`config.mk`:
```
export PLATFORM = sky130hd
export DESIGN_NAME = spi_master_engine
export DESIGN_NICKNAME = d
export VERILOG_FILES = /design/src/rtl/spi_pkg.sv /design/src/rtl/spi_master_engine_clk_gen.sv /design/src/rtl/spi_master_engine.sv
export SDC_FILE = /design/constraint.sdc
export NUM_CORES = 1
export LEC_CHECK = 0
export ABC_AREA = 0
export BUFFER_PORTS_ARGS = -buffer_cell sky130_fd_sc_hd__buf_2
export CAP_MARGIN = 20
export CORE_ASPECT_RATIO = 1.1
export CORE_MARGIN = 2
export CORE_UTILIZATION = 30
export DETAILED_ROUTE_END_ITERATION = 10
export MAX_ROUTING_LAYER = met4
export PLACE_DENSITY = 0.49
export SYNTH_ARGS = -nofsm -noshare
export SYNTH_HDL_FRONTEND = slang
export SYNTH_HIERARCHICAL = 1
export SYNTH_SLANG_ARGS = --single-unit
```
`constraint.sdc`:
```
create_clock -name clk -period 4.6 [get_ports clk]
set_input_delay 0.23 -clock clk [delete_from_list [all_inputs] [get_ports clk]]
set_output_delay 0.23 -clock clk [all_outputs]
set_load 0.05 [all_outputs]
```
`src/rtl/spi_pkg.sv`:
```
// rtl/spi_pkg.sv - shared types and default widths for the SPI master engine
package spi_pkg;

  localparam int unsigned SPI_DATA_W = 32;
  localparam int unsigned SPI_DIV_W  = 8;
  localparam int unsigned SPI_LEN_W  = $clog2(SPI_DATA_W);

  typedef enum logic [1:0] {
    IDLE,
    LEAD,
    XFER,
    TRAIL
  } spi_state_e;

  typedef struct packed {
    logic                 cpol;
    logic                 cpha;
    logic                 lsb_first;
    logic [SPI_LEN_W-1:0] len;
    logic [SPI_DIV_W-1:0] clk_div;
  } spi_cfg_t;

endpackage

```
`src/rtl/spi_master_engine_clk_gen.sv`:
```
// rtl/spi_master_engine_clk_gen.sv - half-period counter, SCLK toggle and edge strobes
module spi_clk_gen #(
  parameter int unsigned LEN_W = 5,
  parameter int unsigned DIV_W = 8
) (
  input  logic             clk,
  input  logic             rst_n,
  input  logic             run_i,
  input  logic             xfer_i,
  input  logic             cpol_i,
  input  logic [DIV_W-1:0] clk_div_i,
  input  logic [LEN_W-1:0] len_i,
  output logic             half_tick_o,
  output logic             lead_edge_o,
  output logic             trail_edge_o,
  output logic             last_edge_o,
  output logic [LEN_W-1:0] bit_idx_o,
  output logic             sclk_o
);

  logic [DIV_W-1:0] cnt_q, cnt_d;
  logic [LEN_W:0]   edge_q, edge_d;
  logic             sclk_q, sclk_d;
  logic             edge_stb;

  // Strobes fire in the cycle before the registered SCLK actually moves.
  always_comb begin
    half_tick_o  = run_i && (cnt_q == clk_div_i);
    edge_stb     = xfer_i && half_tick_o;
    lead_edge_o  = edge_stb && !edge_q[0];
    trail_edge_o = edge_stb && edge_q[0];
    last_edge_o  = (edge_q == {len_i, 1'b1});
    bit_idx_o    = edge_q[LEN_W:1];
    cnt_d        = cnt_q;
    edge_d       = edge_q;
    sclk_d       = sclk_q;
    if (!run_i) begin
      cnt_d  = '0;
      edge_d = '0;
      sclk_d = cpol_i;
    end else begin
      cnt_d = half_tick_o ? '0 : cnt_q + 1'b1;
      if (edge_stb) begin
        edge_d = edge_q + 1'b1;
        sclk_d = ~sclk_q;
      end else if (!xfer_i) begin
        sclk_d = cpol_i;
      end
    end
  end

  always_ff @(posedge clk or negedge rst_n) begin
    if (!rst_n) begin
      cnt_q  <= '0;
      edge_q <= '0;
      sclk_q <= 1'b0;
    end else begin
      cnt_q  <= cnt_d;
      edge_q <= edge_d;
      sclk_q <= sclk_d;
    end
  end

  assign sclk_o = sclk_q;

endmodule

```
`src/rtl/spi_master_engine.sv`:
```
// rtl/spi_master_engine.sv - SPI master serial engine: transfer FSM and shift registers
module spi_master_engine
  import spi_pkg::*;
#(
  parameter int unsigned DATA_W = SPI_DATA_W,
  parameter int unsigned LEN_W  = $clog2(DATA_W),
  parameter int unsigned DIV_W  = SPI_DIV_W
) (
  input  logic              clk,
  input  logic              rst_n,
  input  logic              start_i,
  input  logic [DATA_W-1:0] tx_data_i,
  input  logic [LEN_W-1:0]  len_i,
  input  logic              cpol_i,
  input  logic              cpha_i,
  input  logic              lsb_first_i,
  input  logic [DIV_W-1:0]  clk_div_i,
  output logic              busy_o,
  output logic              done_o,
  output logic [DATA_W-1:0] rx_data_o,
  output logic              sclk_o,
  output logic              mosi_o,
  input  logic              miso_i,
  output logic              cs_n_o
);

  spi_state_e        state_q, state_d;
  spi_cfg_t          cfg_q, cfg_d;
  logic [DATA_W-1:0] tx_q, tx_d;
  logic [DATA_W-1:0] rx_sh_q, rx_sh_d;
  logic [DATA_W-1:0] rx_q, rx_d;
  logic              mosi_q, mosi_d;
  logic              done_q, done_d;
  logic [1:0]        rst_sync_q;
  logic              rst_int_n;
  logic              half_tick, lead_edge, trail_edge, last_edge;
  logic [LEN_W-1:0]  bit_idx;
  logic              drive, sample;
  logic [DATA_W-1:0] tx_aligned;

  // MSB-first words are pre-shifted so the first bit always sits at the top.
  function automatic logic [DATA_W-1:0] align_tx(input logic [DATA_W-1:0] d,
                                                 input logic [LEN_W-1:0]  len,
                                                 input logic              lsb);
    return lsb ? d : d << (LEN_W'(DATA_W - 1) - len);
  endfunction

  function automatic logic head_bit(input logic [DATA_W-1:0] sh, input logic lsb);
    return lsb ? sh[0] : sh[DATA_W-1];
  endfunction

  function automatic logic [DATA_W-1:0] shift_tx(input logic [DATA_W-1:0] sh, input logic lsb);
    return lsb ? (sh >> 1) : (sh << 1);
  endfunction

  always_ff @(posedge clk or negedge rst_n) begin
    if (!rst_n) rst_sync_q <= 2'b00;
    else        rst_sync_q <= {rst_sync_q[0], 1'b1};
  end
  assign rst_int_n = rst_sync_q[1];

  spi_clk_gen #(
    .LEN_W(LEN_W),
    .DIV_W(DIV_W)
  ) u_clk_gen (
    .clk         (clk),
    .rst_n       (rst_int_n),
    .run_i       (busy_o),
    .xfer_i      (state_q == XFER),
    .cpol_i      (busy_o ? cfg_q.cpol : cpol_i),
    .clk_div_i   (DIV_W'(cfg_q.clk_div)),
    .len_i       (LEN_W'(cfg_q.len)),
    .half_tick_o (half_tick),
    .lead_edge_o (lead_edge),
    .trail_edge_o(trail_edge),
    .last_edge_o (last_edge),
    .bit_idx_o   (bit_idx),
    .sclk_o      (sclk_o)
  );

  always_comb begin
    state_d    = state_q;
    cfg_d      = cfg_q;
    tx_d       = tx_q;
    rx_sh_d    = rx_sh_q;
    rx_d       = rx_q;
    mosi_d     = mosi_q;
    done_d     = 1'b0;
    drive      = 1'b0;
    sample     = 1'b0;
    tx_aligned = align_tx(tx_data_i, len_i, lsb_first_i);
    unique case (state_q)
      IDLE: begin
        mosi_d = 1'b0;
        if (start_i) begin
          cfg_d.cpol      = cpol_i;
          cfg_d.cpha      = cpha_i;
          cfg_d.lsb_first = lsb_first_i;
          cfg_d.len       = SPI_LEN_W'(len_i);
          cfg_d.clk_div   = SPI_DIV_W'(clk_div_i);
          rx_sh_d         = '0;
          state_d         = LEAD;
          // cpha=0 presents the first bit before the first SCLK edge.
          if (cpha_i) begin
            tx_d = tx_aligned;
          end else begin
            mosi_d = head_bit(tx_aligned, lsb_first_i);
            tx_d   = shift_tx(tx_aligned, lsb_first_i);
          end
        end
      end
      LEAD: begin
        if (half_tick) state_d = XFER;
      end
      XFER: begin
        drive  = cfg_q.cpha ? lead_edge : (trail_edge && !last_edge);
        sample = cfg_q.cpha ? trail_edge : lead_edge;
        if (drive) begin
          mosi_d = head_bit(tx_q, cfg_q.lsb_first);
          tx_d   = shift_tx(tx_q, cfg_q.lsb_first);
        end
        if (sample) begin
          if (cfg_q.lsb_first) rx_sh_d[bit_idx] = miso_i;
          else                 rx_sh_d = {rx_sh_q[DATA_W-2:0], miso_i};
        end
        if (trail_edge && last_edge) state_d = TRAIL;
      end
      TRAIL: begin
        if (half_tick) begin
          state_d = IDLE;
          done_d  = 1'b1;
          rx_d    = rx_sh_q;
          mosi_d  = 1'b0;
        end
      end
    endcase
  end

  always_ff @(posedge clk or negedge rst_int_n) begin
    if (!rst_int_n) begin
      state_q <= IDLE;
      cfg_q   <= '0;
      tx_q    <= '0;
      rx_sh_q <= '0;
      rx_q    <= '0;
      mosi_q  <= 1'b0;
      done_q  <= 1'b0;
    end else begin
      state_q <= state_d;
      cfg_q   <= cfg_d;
      tx_q    <= tx_d;
      rx_sh_q <= rx_sh_d;
      rx_q    <= rx_d;
      mosi_q  <= mosi_d;
      done_q  <= done_d;
    end
  end

  assign busy_o    = (state_q != IDLE);
  assign cs_n_o    = (state_q == IDLE);
  assign done_o    = done_q;
  assign rx_data_o = rx_q;
  assign mosi_o    = mosi_q;

endmodule

```
## Word level (Yosys, flattened, before mapping)

Cells that the tools add are included.

| word-level totals | value |
|---|---|
| flip-flop bits (word level) | 133 |
| input bits | 52 |
| output and inout bits | 37 |
| logic and storage cells | 92 |

| cells by class | value |
|---|---|
| add/sub/neg operators | 3 |
| $lt $le $gt $ge | 2 |
| equal/unequal tests | 13 |
| shift-type cells | 1 |
| mux-type cells | 38 |
| bitwise gates (word level) | 1 |
| reductions and logical operators | 19 |

Operators by type and width:

| kind | count |
|---|---|
| $mux 32 | 9 |
| $pmux 32 s2 | 2 |
| $bwmux 32 | 1 |
| $shl 32x5->32 | 1 |
| $mux 8 | 2 |
| $mux 1 | 15 |
| $mux 6 | 2 |
| $ne 2x2->1 const B | 6 |
| $reduce_and 3->1 | 3 |
| $add 8x1->8 const B | 1 |
| $eq 8x8->1 | 1 |
| $mux 2 | 4 |
| $pmux 2 s4 | 1 |
| $logic_and 1x1->1 | 7 |
| $add 6x1->6 const B | 1 |
| $eq 6x6->1 | 1 |
| $lt 5x6->1 const B | 1 |
| $demux 1 s5 | 1 |
| $ge 5x1->1 const B | 1 |
| $sub 5x5->5 const A | 1 |
| $eq 2x2->1 const B | 2 |
| $reduce_and 2->1 | 2 |
| $reduce_and 4->1 | 1 |
| $reduce_bool 2->1 | 2 |
| other kinds (8) | 9 |

## Longest topological paths before layout

| depth | value |
|---|---|
| depth in word-level cells | 8 |
| depth in mapped cells | 15 |
| gate-level depth less buffers | 13 |

## Modules after synthesis

The synthesis kept the hierarchy.

Modules (own cells, without submodules):

| module | instances | cells each | area each (µm²) | sequential area each (µm²) |
|---|---|---|---|---|
| spi_master_engine | 1 | 977 | 8410.6 | 2952.8 |
| spi_clk_gen | 1 | 99 | 940.9 | 375.4 |

## Worst setup path before layout

OpenSTA, ideal clock, no wires.

| timing | value |
|---|---|
| kind | flip-flop to flip-flop |
| from | register state_q[0] |
| to | register tx_q[7] |
| setup time | 126 ps |
| arrival | 4357 ps |
| data required time | 4474 ps |
| setup slack | 117 ps |
| cell stages (with the launch flop) | 14 |
| path buffers | 2 |
| clock period less this slack | 4483 ps |
| cells stage by stage | dfrtp_1 -> inv_1 -> ha_1 -> clkbuf_1 -> inv_1 -> inv_1 -> or4_1 -> nor4_2 -> and2_1 -> or3b_2 -> a31oi_1 -> buf_2 -> o21ai_0 -> o32a_1 |

| between the ends | value |
|---|---|
| elaborated cells between the ends (all ways) | 14 |
| those cells by class | eq/ne (3); mux (2); reduce/logical (9) |

RTL lines:

| element | line | source |
|---|---|---|
| from (decl) | spi_master_engine.sv:27 | `spi_state_e state_q, state_d;` |
| from (signal assigned) | spi_master_engine.sv:149 | `state_q <= state_d;` |
| $logic_not 2->1 (*) | n/a |  |
| via cs_n_o | spi_master_engine.sv:24 | `output logic cs_n_o` |
| $ne 2x2->1 (no source line) or $reduce_bool 2->1 (tied branches) | n/a |  |
| $reduce_and 3->1 (no source line) | n/a |  |
| to (signal assigned) | spi_master_engine.sv:151 | `tx_q <= tx_d;` |
| to (decl) | spi_master_engine.sv:29 | `logic [DATA_W-1:0] tx_q, tx_d;` |

Mark *: on every way through the listed nets, which the timed path passes. The rest lies on a longest branch.
A chain may end at the register's enable or synchronous reset.

## Worst setup path after layout

| timing | value |
|---|---|
| from | register state_q[0] |
| to | register tx_q[24] |

| between the ends | value |
|---|---|
| longest elaborated chain between the ends | 8 |
| elaborated cells between the ends (all ways) | 14 |
| those cells by class | eq/ne (3); mux (2); reduce/logical (9) |

Ends and longest elaborated chain:

| element | line | source |
|---|---|---|
| $reduce_bool 2->1 | spi_master_engine.sv:159 | `assign busy_o = (state_q != IDLE);` |
| $logic_and 1x1->1 | spi_master_engine_clk_gen.sv:28 | `half_tick_o = run_i && (cnt_q == clk_div_i);` |
| $logic_and 1x1->1 (*) | spi_master_engine_clk_gen.sv:29 | `edge_stb = xfer_i && half_tick_o;` |
| $logic_and 1x1->1 (*) | spi_master_engine_clk_gen.sv:31 | `trail_edge_o = edge_stb && edge_q[0];` |
| via trail_edge | spi_master_engine.sv:36 | `logic half_tick, lead_edge, trail_edge, last_edge;` |
| $logic_and 1x1->1 (*) | spi_master_engine.sv:116 | `drive = cfg_q.cpha ? lead_edge : (trail_edge && !last_edge);` |
| $mux 1 (*) | spi_master_engine.sv:116 |  |
| $ne 2x2->1 (no source line) (*) | n/a |  |
| $reduce_and 3->1 (no source line) (*) | n/a |  |

Marked as above.

==> run metrics <==
outcome=completed; Sequential Area=3333 um2; clock share of power=26.7%; Post-Syn Nets=1135; area delta synth->final=13.61%; Core Util, Final=34.72%; setup_tns=0 ns; Crit path required time=4.90 ns; MaxCap Viol Count=0; DR iter-0 viols=619; Design Area, Final=10620 um2; clock buffer depth=2; DR WL/cell=18.72 um; PortBufs=88; first-pass GRT wire length=45680 um; dpl ws=0.5936 ns; GRT overflow=0; n_diodes=0; number of flops mapped to enable cells by yosys=0; final std cells w/o fill=1539; Total GRT Usage=18.39%; layout cells sized above 1=20.71%; Switching Fraction=40.16%; Worst-path clk slew=0.07 ns; final wirelength=28810 um; leakage=4.265 nW; Via density=5.376; arrival time worst endpoint=4.28 ns; antenna violations before repair=0; Layout Skew=0.02025 ns; CTS H-tree depth=4; worst skew pair latency=0.43 ns; crit share post-route=86.59%; Seq/Total Area, Yosys=35.59%; postcts setup bufs=0; Die W=172.3 um; Die Ht=189.2 um; final setup vio count=0; switching power=2.045 mW; Final min period=3.983 ns; cts hold-fix bufs=1; Slew Limit Fails=0; worst rel slew slack=30.41%; VDD IR max=0.0002210 V; placed insts=1505; Primary FF master, synth=dfrtp_1; final worst-path setup slack=0.6167 ns; IO Pins=89; clock root buffer=clkbuf_16; Syn Area/Cell=8.691 um2; Gate power share=40.8%; CTS resizes=0; Fmax=251.1 MHz; share of power burned in registers=32.5%; Crit Path Max Fanout=37; Final ANT Viol Nets=0; largest net degree at the start of global routing=74; footprint of the multi-input gates=5441 um2; Nets=1171; Internal=3.048 mW; Post-synth ARST share=100.0%; Setup crit start kind=flop; RSZ-0062 raised after global routing=false; DR vias=8273; Residual DRC=0; clk sink count=133; clock tree from TritonCTS=done; Synth Instances=1076; Detailed Routing Iterations Pass 1=7; Hold WC Path Type=in2reg; overall power=5.093 mW; crit path kind=reg2reg; most frequent cells in the layout=nand2_1 (180), dfrtp_1 (131), o21ai_0 (128), buf_2 (88), nor2_1 (71); number of global-route vias before repair=7794; RD Place Congestion=0.9350; Final Hold Vio Count=0; Worst Setup End Kind=flop; most common cell after layout, fill and taps aside=nand2_1; Seq cells post-synth=133; Yosys cell types=79; fill cell count=3205; final hold slack=0.02916 ns; Initial Util=30.56%; Core Rows=67; Core ar.=30600 um2; Post-DP HPWL=20410 um; Worst-Margin Slew=1.040 ns; die area=32600 um2; Pwr Density=479.4 nW/um2; Cell Area, Synth=9351 um2; CTS buffer count=17; DP Area=10000 um2; Yosys Warn Count=6
## path summary, 6_finish.rpt
check	endpoint	from	cells past startpoint	slack, ns
min reg2reg	rx_data_o[28]	rst_sync_q[1]	0	0.15
max	tx_q[24]	state_q[0]	13	0.62
min	cfg_q[4]	clk_div_i[4]	2	0.03
max reg2reg	tx_q[24]	state_q[0]	13	0.62
min in group asynchronous	rst_sync_q[1]	rst_n	2	0.12
max in group asynchronous	cfg_q[13]	rst_sync_q[1]	1	3.79
## final cells by class
cell class | instances | area share [%]
Clock buffer | 19 | 4.075
Multi-Input combinational cell | 811 | 51.22
Tap cell | 414 | 4.876
Timing Repair Buffer | 103 | 5.418
Clock inverter | 13 | 1.413
Sequential cell | 133 | 31.37
Inverter | 46 | 1.625
## power groups by stage
stage / combinational [mW] / sequential [mW] / clock [mW]
finish: 2.08 / 1.66 / 1.36
global route: 2.30 / 1.70 / 1.44
CTS: 2.07 / 1.67 / 1.39
detailed placement: 2.06 / 1.69 / 0
global placement: 2.04 / 1.69 / 0
floorplan: 1.60 / 1.63 / 0
## critical path, stage by stage, from the launching register on
cell	delay, ns
dfrtp_1	0.42
inv_1	0.09
ha_1	0.21
inv_1	0.16
inv_1	0.14
or4_1	0.60
nor4_2	0.39
and2_1	0.24
or3b_2	0.50
a31o_2	0.49
a21oi_1	0.25
nand2_1	0.07
o21ai_0	0.21
a21oi_1	0.09
## Yosys cell counts (all sizes together), types with 5 or more instances
master | instances | area (um2)
mux4 | 23 | 548.0
o22a | 5 | 43.79
o31ai | 6 | 45.04
a221oi | 14 | 128.9
inv | 46 | 172.7
ha | 7 | 87.58
xnor2 | 6 | 52.55
buf | 36 | 236.5
a211oi | 9 | 72.57
o211ai | 7 | 52.55
clkbuf | 50 | 187.7
o22ai | 44 | 275.3
nand4 | 7 | 43.79
nor2b | 7 | 43.79
nor3 | 20 | 100.1
a22oi | 6 | 45.04
xor2 | 13 | 113.9
o221ai | 8 | 82.58
or4 | 5 | 37.54
a21oi | 33 | 165.2
nand3 | 15 | 75.07
mux2 | 59 | 668.1
o21ai | 130 | 654.4
mux2i | 35 | 354.1
and3 | 8 | 51.30
a31oi | 7 | 43.79
dfrtp | 133 | 3328
nand2b | 7 | 43.79
nand2 | 181 | 679.4
nor2 | 71 | 266.5
## flip-flops by register name, indices dropped and copies added (netlist names)
name / cells
rst_sync_q: 2
u_clk_gen/sclk_o: 1
state_q: 2
rx_data_o: 32
u_clk_gen/edge_q: 6
mosi_o: 1
cfg_q: 16
done_o: 1
rx_sh_q: 32
u_clk_gen/cnt_q: 8
tx_q: 32
## cells by family after synthesis
| family | after synthesis | share of synthesized area (%) |
|---|---|---|
| AOI/OAI and AO/OA | 318 | 21.84 |
| xor gates and xnor gates | 19 | 1.780 |
| adders and majority gates | 7 | 0.9365 |
| buffers and inverters | 132 | 6.382 |
| DFF | 133 | 35.59 |
| muxes | 117 | 16.79 |
| other | 1 | 0.04010 |
| and+or+nand+nor | 349 | 16.64 |
## metal layers
layer	vias to the layer above	share of wire, %	GRT usage, %
li1	3996	-	-
met1	3996	47	25.47
met2	258	47	28.51
met3	23	4.4	2.299
met4	0	1.4	4.590
met5	-	0	-
(Power assumes the default switching activity.)
